[src/rtl/parking_slot_sensor_if.sv]
// Slot sensor bundle: raw sensor inputs and the debounced entry/exit/occupancy outputs.
// The master side drives the sensors; the slave side is the parking_slot_sensor block.
interface parking_slot_sensor_if;
  logic [3:0] sensor_raw;
  logic [3:0] car_entry;
  logic [3:0] car_exit;
  logic [3:0] occupied;
  logic [2:0] free_count;

  modport master (
    output sensor_raw,
    input  car_entry,
    input  car_exit,
    input  occupied,
    input  free_count
  );

  modport slave (
    input  sensor_raw,
    output car_entry,
    output car_exit,
    output occupied,
    output free_count
  );
endinterface

[src/rtl/parking_slot_sensor.sv]
// Four-slot occupancy front end: sync, debounce FSM per slot, entry/exit pulses, free count.
// Optional PARKING_SLOT_SENSOR_EXIT_SERIALIZE_EN issues at most one car_exit bit per cycle.
module parking_slot_sensor #(
  parameter int DEBOUNCE_CYCLES = 40_000
) (
  input  logic                  clk,
  input  logic                  reset,
  parking_slot_sensor_if.slave  bus
);

  localparam int CW = $clog2(DEBOUNCE_CYCLES);
  localparam logic [CW-1:0] CNT_LAST = CW'(DEBOUNCE_CYCLES - 1);

  typedef enum logic [1:0] {EMPTY, ARRIVING, OCCUPIED, LEAVING} slot_state_e;

  logic [3:0]    sync1;
  logic [3:0]    s_sync;
  slot_state_e   state_q [4];
  slot_state_e   state_d [4];
  logic [CW-1:0] cnt_q   [4];
  logic [CW-1:0] cnt_d   [4];
  logic [3:0]    entry_d;
  logic [3:0]    exit_req;
  logic [3:0]    occ_d;
  logic [2:0]    free_d;
  logic [3:0]    entry_q;
  logic [3:0]    exit_q;
  logic [3:0]    occ_q;
  logic [2:0]    free_q;

  // NOTE: sequential state uses non-blocking assignments so every flop samples pre-edge values.
  always_ff @(posedge clk) begin
    if (reset) begin
      sync1  <= '0;
      s_sync <= '0;
    end else begin
      sync1  <= bus.sensor_raw;
      s_sync <= sync1;
    end
  end

  always_ff @(posedge clk) begin
    for (int i = 0; i < 4; i++) begin
      if (reset) begin
        state_q[i] <= EMPTY;
        cnt_q[i]   <= '0;
      end else begin
        state_q[i] <= state_d[i];
        cnt_q[i]   <= cnt_d[i];
      end
    end
  end

  // NOTE: every output of this block gets a default first, so no path can infer a latch.
  always_comb begin
    entry_d  = '0;
    exit_req = '0;
    occ_d    = '0;
    for (int i = 0; i < 4; i++) begin
      state_d[i] = state_q[i];
      cnt_d[i]   = cnt_q[i];
      unique case (state_q[i])
        EMPTY: begin
          if (s_sync[i]) begin
            state_d[i] = ARRIVING;
            cnt_d[i]   = '0;
          end
        end
        ARRIVING: begin
          if (!s_sync[i]) begin
            state_d[i] = EMPTY;
          end else if (cnt_q[i] == CNT_LAST) begin
            state_d[i] = OCCUPIED;
            entry_d[i] = 1'b1;
          end else begin
            cnt_d[i] = cnt_q[i] + 1'b1;
          end
        end
        OCCUPIED: begin
          if (!s_sync[i]) begin
            state_d[i] = LEAVING;
            cnt_d[i]   = '0;
          end
        end
        LEAVING: begin
          if (s_sync[i]) begin
            state_d[i] = OCCUPIED;
          end else if (cnt_q[i] == CNT_LAST) begin
            state_d[i]  = EMPTY;
            exit_req[i] = 1'b1;
          end else begin
            cnt_d[i] = cnt_q[i] + 1'b1;
          end
        end
        default: state_d[i] = EMPTY;
      endcase
      occ_d[i] = (state_d[i] == OCCUPIED) || (state_d[i] == LEAVING);
    end
  end

  // Occupancy is taken from the next state so the sign updates on the transition edge.
  always_comb begin
    free_d = 3'd4;
    for (int i = 0; i < 4; i++) begin
      if (occ_d[i]) free_d = free_d - 3'd1;
    end
  end

  always_ff @(posedge clk) begin
    if (reset) begin
      entry_q <= '0;
      occ_q   <= '0;
      free_q  <= 3'd4;
    end else begin
      entry_q <= entry_d;
      occ_q   <= occ_d;
      free_q  <= free_d;
    end
  end

`ifdef PARKING_SLOT_SENSOR_EXIT_SERIALIZE_EN
  logic [3:0] pend_q;
  logic [3:0] pend_all;
  logic [3:0] exit_pick;

  // New requests join the mask in the same cycle, so the lowest slot leaves with no extra delay.
  always_comb begin
    pend_all  = pend_q | exit_req;
    exit_pick = pend_all & (~pend_all + 4'd1);
  end

  always_ff @(posedge clk) begin
    if (reset) begin
      pend_q <= '0;
      exit_q <= '0;
    end else begin
      pend_q <= pend_all & ~exit_pick;
      exit_q <= exit_pick;
    end
  end
`else
  always_ff @(posedge clk) begin
    if (reset) exit_q <= '0;
    else       exit_q <= exit_req;
  end
`endif

  assign bus.car_entry  = entry_q;
  assign bus.car_exit   = exit_q;
  assign bus.occupied   = occ_q;
  assign bus.free_count = free_q;

endmodule

[src/flat_wrapper.sv]
// flat-port wrapper written by rule: the top's interface ports become plain ports
module parking_slot_sensor_flat 
#(
  parameter int DEBOUNCE_CYCLES = 40_000
)
  (clk, reset, bus_sensor_raw, bus_car_entry, bus_car_exit, bus_occupied, bus_free_count);
  parking_slot_sensor_if bus_i ();
  input  logic clk;
  input  logic reset;
  input wire logic [$bits(bus_i.sensor_raw)-1:0] bus_sensor_raw;
  output wire logic [$bits(bus_i.car_entry)-1:0] bus_car_entry;
  output wire logic [$bits(bus_i.car_exit)-1:0] bus_car_exit;
  output wire logic [$bits(bus_i.occupied)-1:0] bus_occupied;
  output wire logic [$bits(bus_i.free_count)-1:0] bus_free_count;
  assign bus_i.sensor_raw = bus_sensor_raw;
  assign bus_car_entry = bus_i.car_entry;
  assign bus_car_exit = bus_i.car_exit;
  assign bus_occupied = bus_i.occupied;
  assign bus_free_count = bus_i.free_count;
  parking_slot_sensor #(.DEBOUNCE_CYCLES(DEBOUNCE_CYCLES)) u_core (.clk(clk), .reset(reset), .bus(bus_i));
endmodule
[config.mk]
export PLATFORM = sky130hd
export DESIGN_NAME = parking_slot_sensor_flat
export DESIGN_NICKNAME = d
export VERILOG_FILES = /design/src/rtl/parking_slot_sensor_if.sv /design/src/rtl/parking_slot_sensor.sv /design/src/flat_wrapper.sv
export SDC_FILE = /design/constraint.sdc
export NUM_CORES = 1
export LEC_CHECK = 0
export ABC_CLOCK_PERIOD_IN_PS = 5630
export BUFFER_PORTS_ARGS = -buffer_cell sky130_fd_sc_hd__clkbuf_2
export CAP_MARGIN = 5
export CORE_ASPECT_RATIO = 1.1
export CORE_MARGIN = 3
export CORE_UTILIZATION = 60
export CTS_BUF_LIST = sky130_fd_sc_hd__clkbuf_8
export CTS_CLUSTER_DIAMETER = 150
export DETAILED_ROUTE_END_ITERATION = 16
export PLACE_DENSITY = 0.83
export REMOVE_ABC_BUFFERS = 1
export SYNTH_ARGS = -nofsm -noshare
export SYNTH_HDL_FRONTEND = slang
export SYNTH_SLANG_ARGS = --single-unit
[constraint.sdc]
create_clock -name clk -period 5.63 [get_ports clk]
set_input_delay 0 -clock clk [delete_from_list [all_inputs] [get_ports clk]]
set_output_delay 0 -clock clk [all_outputs]
set_load 0.1 [all_outputs]
### After elaboration in Yosys (flattened, before gate mapping)

Memories as Yosys holds them, arrays and structs flattened.
Index checks and enable logic that the tools add are counted.

| storage, ports and cells | value |
|---|---|
| bits in registers | 23 |
| memories | 2 |
| RAM bits | 72 |
| word-level logic and storage cells | 152 |
| output and inout bits | 15 |
| input port bits | 6 |

| cells by class | value |
|---|---|
| multiplexer cells | 71 |
| eq/ne operators | 24 |
| reduce and logical (&&, ||, !) cells | 16 |
| $add $sub $neg | 7 |
| bitwise gates (word level) | 20 |

Memories:

| name | depth | width | read ports | clocked after memory_dff | wr ports | RTL line | source |
|---|---|---|---|---|---|---|---|
| u_core.cnt_q | 4 | 16 | 4 | 0 | 4 | parking_slot_sensor.sv:20 | `logic [CW-1:0] cnt_q [4];` |
| u_core.state_q | 4 | 2 | 4 | 0 | 4 | parking_slot_sensor.sv:18 | `slot_state_e state_q [4];` |

Operator list:

| kind | number |
|---|---|
| $mux 16 | 24 |
| $pmux 16 s4 | 4 |
| $add 16x1->16 const B | 4 |
| $eq 16x16->1 const B | 4 |
| $mux 2 | 28 |
| $eq 2x2->1 const B | 16 |
| $pmux 2 s4 | 4 |
| $reduce_or 3->1 | 8 |
| $mux 3 | 4 |
| $not 1->1 | 12 |
| $sub 3x1->3 const B | 3 |
| $eq 2x1->1 const B | 4 |
| $logic_not 2->1 | 4 |
| $or 1x1->1 | 8 |
| $mux 1 | 7 |
| $logic_or 1x1->1 | 4 |

### Longest topological paths before layout

Gate-level depths: netlist of run 1.

| depth | value |
|---|---|
| depth after elaboration | 13 |
| depth in mapped cells | 12 |

### Worst setup path before layout of run 1

No wires, ideal clock.

| timing path | value |
|---|---|
| path kind | flip-flop to flip-flop |
| start point | memory u_core.cnt_q[0][8] (netlist name) |
| end point | register u_core.free_q[2] (netlist: u_core.bus.free_count[2]) |
| setup slack | 2,720 ps |
| setup time | 120 ps |
| cell stages (with the launch flop) | 11 |
| arrival time | 2,790 ps |
| period minus slack after synthesis | 2,910 ps |
| cells stage by stage | dfxtp_1 or4_1 or4_1 buf_2 mux2i_4 ha_1 xor2_1 ha_1 a21boi_0 xnor2_1 or2_1 |

RTL lines:

| what | RTL line | source |
|---|---|---|
| from (decl) | parking_slot_sensor.sv:20 |  |
| to (signal assigned) | parking_slot_sensor.sv:117 | `free_q <= free_d;` |
| to (decl) | parking_slot_sensor.sv:29 | `logic [2:0] free_q;` |

==> results.json, run 1 <==
{
  "dieWidth_um": 84.4,
  "ir_drop_mv": 0.202,
  "nFillCells": 505,
  "maxSlewHeadroom_pct": 31.2,
  "synth.ff_latch_count": 95,
  "drtAntennaViolNets": 0,
  "worstMarginPinSlew_ps": 1030,
  "synth_top_cell_by_area": "dfxtp_1",
  "grt_first_pass_wirelength_um": 12800,
  "holdBufCountCts": 4,
  "clkLatencyLatePin_ps": 350,
  "period_share_pct": 57.2,
  "nNetsFinal": 490,
  "root_buffer": "clkbuf_8",
  "synthTopCellsByArea": "dfxtp_1 47%, nor2_1 7.6%, xnor2_1 6.5%",
  "antenna_found_initial": 0,
  "syn_inst": 456,
  "tritoncts": "built",
  "arrival_ps": 3450,
  "synth.avg_cell_area_sq_um": 8.89,
  "ys.flop_type": "dfxtp_1",
  "synth_edf_count": 0,
  "setup_tns_ps": 0,
  "critPathMaxFanout": 6,
  "dr_total_vias": 3126,
  "yosysWarnings": 0,
  "io_pins": 21,
  "drtIter0Drc": 158,
  "area_growth_syn_to_layout_pct": 8.80,
  "reg2regPathDepth": 9,
  "yosysUniqueCellTypes": 46,
  "cts_resized": 0,
  "antenna_cells": 0,
  "drv_slew": 0,
  "setup_viol": 0,
  "fmax_mhz": 311,
  "track_usage_pct": 19.9,
  "p_per_area_nw_per_um2": 254,
  "hold_class": "primary input to flop",
  "drv_cap": 0,
  "grt_setup_unrepaired": "false",
  "route.detailed.drc": 0,
  "cts_max_level": 3,
  "grt_max_degree": 45,
  "fin_util_pct": 69.5,
  "finalWirelength_um": 7330,
  "coreArea_sq_um": 6340,
  "hp-start": "reset",
  "synth-async-reset-ratio_pct": 0,
  "start_kind": "flop",
  "critPathRequiredTime_ps": 5860,
  "hold_viol": 0,
  "clock-sinks": 95,
  "startpoint": "u_core.cnt_q[0][8]",
  "cts.clk_slew.worst_paths_ps": 80,
  "cts_buffer_depth": 2,
  "drt_first_pass_iters": 4,
  "status": "finished clean",
  "cts_inserted_buffers": 9,
  "p_leak_uw": 0.00156,
  "viasPerCell": 5.57,
  "wl_per_cell_um": 13.1,
  "finalCriticalPeriod_ps": 3220,
  "synth.most_common_cell": "dfxtp_1",
  "whs_path_depth": 2,
  "synth_top_area_share_pct": 46.9,
  "synth_common_cells": "95 x dfxtp_1, 82 x nor2_1, 34 x nand2_1, 30 x nand3_1, 30 x xnor2_1",
  "timing.rr.start": "u_core.cnt_q[0][8]",
  "port_buffers": 20,
  "rrSetupSlack_ps": 2410,
  "die_y_um": 92.2,
  "min_to": "u_core.state_q[1][0]",
  "fin_worst_skew_ps": 7.51,
  "gp_congestion": 0.805,
  "drive_above_1_share_pct": 8.94,
  "initial_core_util_pct": 63.9,
  "dp_hpwl_um": 5090,
  "gr-total-overflow": 0,
  "r2r-end": "u_core.bus.free_count[2]",
  "yosysSeqAreaShare_pct": 46.9,
  "die_area_sq_um": 7780,
  "row_count": 30,
  "grt_pass1_vias": 2940,
  "critPathKind": "flop to flop",
  "post-cts-setup-buffer-count": 0,
  "cp-end-kind": "flop",
  "netlist_area_sq_um": 4050
}
## critical path: stages, from the launching register on
cell and delay [ps]:
dfxtp_1 340, or4_1 530, or4_1 670, mux2i_4 270, ha_1 320, xor2_1 260, ha_1 200, a21boi_0 240
xnor2_1 80, or2_1 200
## cell usage in the layout (no fill, tap or decap), types with 7 or more instances in the layout
cell type	instances
nand2_1	34
a21oi_1	17
nand3_1	30
clkbuf_8	10
nor2b_1	10
dfxtp_1	95
nor2_1	82
xor2_1	25
xnor2_1	30
o21ai_0	12
and3_1	7
nor4b_1	9
nand4_1	16
nor3_1	7
clkbuf_2	20
inv_1	10
## report_power, final
group | switching [uW] | total, uW | internal, uW
Combinational | 18.4 | 26.6 | 8.23
Sequential | 2.85 | 678 | 675
Clock | 208 | 417 | 208
## cells by family (layout without fill, tap and decap cells)
group,count (synthesis),after routing,share of synthesized area [%]
AND/OR/NAND/NOR,239,239,30.7
XOR/XNOR,55,55,11.9
multiplexers,3,3,1.05
buffers and inverters,20,45,2.19
adder cells (fa/ha/maj),6,6,1.85
AO/OA/AOI/OAI,38,38,5.40
flip-flops,95,95,46.9
## how the worst max path moves through the flow
stage	end	slack (ps)	cells after the start
finish	u_core.bus.free_count[2]	2410	9
global route	u_core.bus.free_count[2]	2260	9
CTS	u_core.bus.free_count[2]	2390	9
detailed placement	u_core.bus.free_count[2]	2410	9
global placement	u_core.bus.free_count[2]	2590	9
floorplan	u_core.bus.free_count[2]	2690	9
## per-stage QoR
stage | setup WS [ps] | area, sq um | hold WS (ps) | instances | total power (uW)
final | 2410 | 4410 | 347 | 561 | 1120
after global routing | 2260 | 4410 | 429 | 561 | 1160
after CTS | 2390 | 4410 | 350 | 561 | 1130
after detailed placement | 2410 | 4190 | 221 | 543 | 718
after global placement | 2590 | 4190 | 213 | 543 | 717
after floorplan | 2690 | 3990 | 62.4 | 443 | 707
## sequential cells by signal (all words and copies together) (netlist names)
signal / cells
u_core.cnt_q: 64
u_core.state_q: 8
u_core.bus.car_entry: 4
u_core.bus.car_exit: 4
u_core.bus.occupied: 4
u_core.s_sync: 4
u_core.sync1: 4
u_core.bus.free_count: 3
## final cells by class
cell class                 count  area (sq um)  share of cell area [%]
multi-input combinational    341          2060                    46.8
clock buffer                  10           138                    3.12
timing repair buffer          24           140                    3.18
inverter                       7          26.3                   0.596
clock inverter                 4          41.3                   0.936
sequential                    95          1900                    43.1
tap                           80           100                    2.27
## per-layer routing
| metal | GRT usage [%] | vias up | part of all wire [%] |
|---|---|---|---|
| li1 | - | 1603 | - |
| met1 | 25.0 | 1452 | 48 |
| met2 | 32.6 | 58 | 47 |
| met3 | 4.04 | 13 | 3.8 |
| met4 | 9.50 | 0 | 1.4 |
| met5 | 0 | - | 0 |
(Power assumes the default switching activity.)
==> inputs of run 2 (changes only) <==
--- a/config.mk
+++ b/config.mk
@@ -5,7 +5,8 @@
 export SDC_FILE = /design/constraint.sdc
 export NUM_CORES = 1
 export LEC_CHECK = 0
-export ABC_CLOCK_PERIOD_IN_PS = 5630
+export ABC_AREA = 1
+export ABC_CLOCK_PERIOD_IN_PS = 3300
 export BUFFER_PORTS_ARGS = -buffer_cell sky130_fd_sc_hd__clkbuf_2
 export CAP_MARGIN = 5
 export CORE_ASPECT_RATIO = 1.1
==> constraint.sdc (replaced) <==
create_clock -name clk -period 3.3 [get_ports clk]
set_input_delay 0 -clock clk [delete_from_list [all_inputs] [get_ports clk]]
set_output_delay 0 -clock clk [all_outputs]
set_load 0.1 [all_outputs]
==> run 2 against run 1 <==
Against the previous run:
- sequential power up 71%
- synthesized cell count up 61%
- largest power group unchanged
- clock power up 51%
- global-route usage up 4.0 points
- core utilization down 1.9 points
- critical path depth up 4
- hold slack worse by 190 ps
- sequential share of layout area down 6.7 points
==> results.json, run 2 <==
{
  "synth_top_cell_by_area": "dfxtp_1",
  "cp-end-kind": "flop",
  "critPathRequiredTime_ps": 3600,
  "pwr-share-seq_pct": 62.5,
  "sw_frac_of_total_pct": 23.3,
  "drtIter0Drc": 192,
  "synth_top_area_share_pct": 38.7,
  "p_comb_share_pct": 3.7,
  "arrival_ps": 2810,
  "die_y_um": 101,
  "synth_common_cells": "161 x nand2_1, 116 x nor2_1, 95 x dfxtp_1, 87 x inv_1, 62 x nand3_1",
  "yosysSeqAreaShare_pct": 38.7,
  "p_leak_uw": 0.00204,
  "cts_buffer_depth": 2,
  "nNetsFinal": 765,
  "cts_inserted_buffers": 9,
  "clock-sinks": 95,
  "area_growth_syn_to_layout_pct": 6.42,
  "antenna_cells": 0,
  "cts_max_level": 3,
  "root_buffer": "clkbuf_8",
  "dp_slack_ps": 811,
  "status": "finished clean",
  "tritoncts": "built",
  "multi_input_comb_area_sq_um": 2540,
  "synth-async-reset-ratio_pct": 0,
  "dr_total_vias": 4675,
  "hold_viol": 0,
  "clkLatencyLatePin_ps": 360,
  "setup_viol": 0,
  "final_cell_mix": "161 x nand2_1, 116 x nor2_1, 95 x dfxtp_1",
  "gp_congestion": 0.953,
  "p_per_area_nw_per_um2": 356,
  "initial_core_util_pct": 63.6,
  "drv_slew": 0,
  "grt_pass1_vias": 4336,
  "drtAntennaViolNets": 0,
  "synthTopCellsByArea": "dfxtp_1 39%, nand2_1 12%, nor2_1 8.9%",
  "synth.most_common_cell": "nand2_1",
  "maxSlewHeadroom_pct": 60.3,
  "critPathKind": "flop to flop",
  "port_buffers": 20,
  "critPathMaxFanout": 6,
  "route.detailed.drc": 0,
  "reg_top3": "u_core.cnt_q (64), u_core.state_q (8)",
  "synth.ff_latch_count": 95,
  "period_share_pct": 76.1,
  "place_area_sq_um": 5040,
  "holdBufCountCts": 4,
  "fin_area_sq_um": 5220,
  "power_switching_uw": 435,
  "coreArea_sq_um": 7720,
  "drive_above_1_share_pct": 8.33,
  "dp_hpwl_um": 7420,
  "yosysUniqueCellTypes": 37,
  "ys.flop_type": "dfxtp_1",
  "finalCriticalPeriod_ps": 2510,
  "netlist_area_sq_um": 4910,
  "largest_reg_flops": 64,
  "dieWidth_um": 92.2,
  "worstMarginPinSlew_ps": 595,
  "wl_per_cell_um": 12.1,
  "largest_register": "u_core.cnt_q",
  "syn_inst": 735,
  "grt_first_pass_wirelength_um": 18500,
  "cts_resized": 0,
  "drt_first_pass_iters": 8,
  "hold_class": "primary input to flop",
  "nFillCells": 724,
  "start_kind": "flop",
  "register_area_sq_um": 1900,
  "row_count": 33,
  "track_usage_pct": 23.9,
  "io_pins": 21,
  "p_int_uw": 1430,
  "finalWirelength_um": 10400,
  "fin_worst_skew_ps": 8.97,
  "drv_cap": 0,
  "p_clk_share_pct": 33.9,
  "synth_edf_count": 0,
  "grt_setup_unrepaired": "false",
  "die_area_sq_um": 9300,
  "post-cts-setup-buffer-count": 0,
  "antenna_found_initial": 0,
  "ir_drop_mv": 0.179,
  "grt_max_degree": 57,
  "layout_commonest_cell": "nand2_1",
  "fmax_mhz": 398,
  "cts.clk_slew.worst_paths_ps": 80,
  "yosysWarnings": 0,
  "synth.avg_cell_area_sq_um": 6.68,
  "viasPerCell": 5.43,
  "setup_tns_ps": 0,
  "rrSetupSlack_ps": 790,
  "timing.final.ws_setup_ps": 789,
  "gr-total-overflow": 0
}
## run 2: changes by cell type after synthesis, moves of 27 or more
| cell | before | now |
|---|---|---|
| inv_1 | 7 | 87 |
| xnor2_1 | 30 | 3 |
| nand3_1 | 30 | 62 |
| nor2_1 | 82 | 116 |
| a21oi_1 | 17 | 47 |
| nand2_1 | 34 | 161 |
## run 2: per-layer routing
layer | track usage, % | routed length [um]
met3 | 4.71 | 493
met5 | 0 | 0
met2 | 41.2 | 5030
met1 | 30.0 | 4760
met4 | 7.89 | 134
## run 2: final cells by class
cell class | count | area share (%)
clock buffer | 9 | 2.37
clock inverter | 5 | 0.407
inverter | 94 | 6.80
multi-input combinational | 528 | 48.7
sequential | 95 | 36.4
tap | 105 | 2.51
timing repair buffer | 25 | 2.83
## run 2: worst max-delay path: stages, from the launching register on
cell     delay [ps]
dfxtp_1         390
ha_1            250
nand2_1          90
nor2_2          220
nand3_2         200
nand2_1         120
nand2_2          90
ha_1            300
inv_1            40
nand2_1          70
nand2_1          70
ha_1            260
or2_2           290
nand2_1          70
## run 2: path summary, 6_finish.rpt
path                                          from                  endpoint  depth (start not counted)
worst max-delay path            u_core.cnt_q[0][1]  u_core.bus.free_count[1]                         13
worst min-delay path                         reset  u_core.bus.free_count[2]                          3
worst max register to register  u_core.cnt_q[0][1]  u_core.bus.free_count[1]                         13
worst min register to register     u_core.sync1[1]          u_core.s_sync[1]                          2
## run 2: kinds of logic (layout without fill, tap and decap cells)
group | Yosys count | count (layout) | share of synthesized area [%]
buf+inv | 112 | 133 | 9.46
flops | 95 | 95 | 38.7
compound gates | 69 | 69 | 7.47
fa+ha+maj | 6 | 6 | 1.53
simple gates | 437 | 437 | 39.9
xor+xnor | 16 | 16 | 2.86
## run 2: power groups by stage
| stage | clock network [uW] | registers, uW | logic [uW] |
|---|---|---|---|
| final | 630 | 1160 | 68.2 |
| after global routing | 688 | 1160 | 77.4 |
| after CTS | 643 | 1160 | 68.3 |
| after detailed placement | 0 | 1190 | 64.2 |
| after global placement | 0 | 1190 | 63.0 |
| after floorplan | 0 | 1190 | 37.7 |
## run 2: stage by stage
step	total power [uW]	cells	utilization, %	hold WS (ps)
detailed placement	1250	843	65.3	197
floorplan	1230	717	-	69.1
global route	1930	861	67.7	190
finish	1860	861	67.7	158
global placement	1250	843	65.3	195
CTS	1870	861	67.7	157
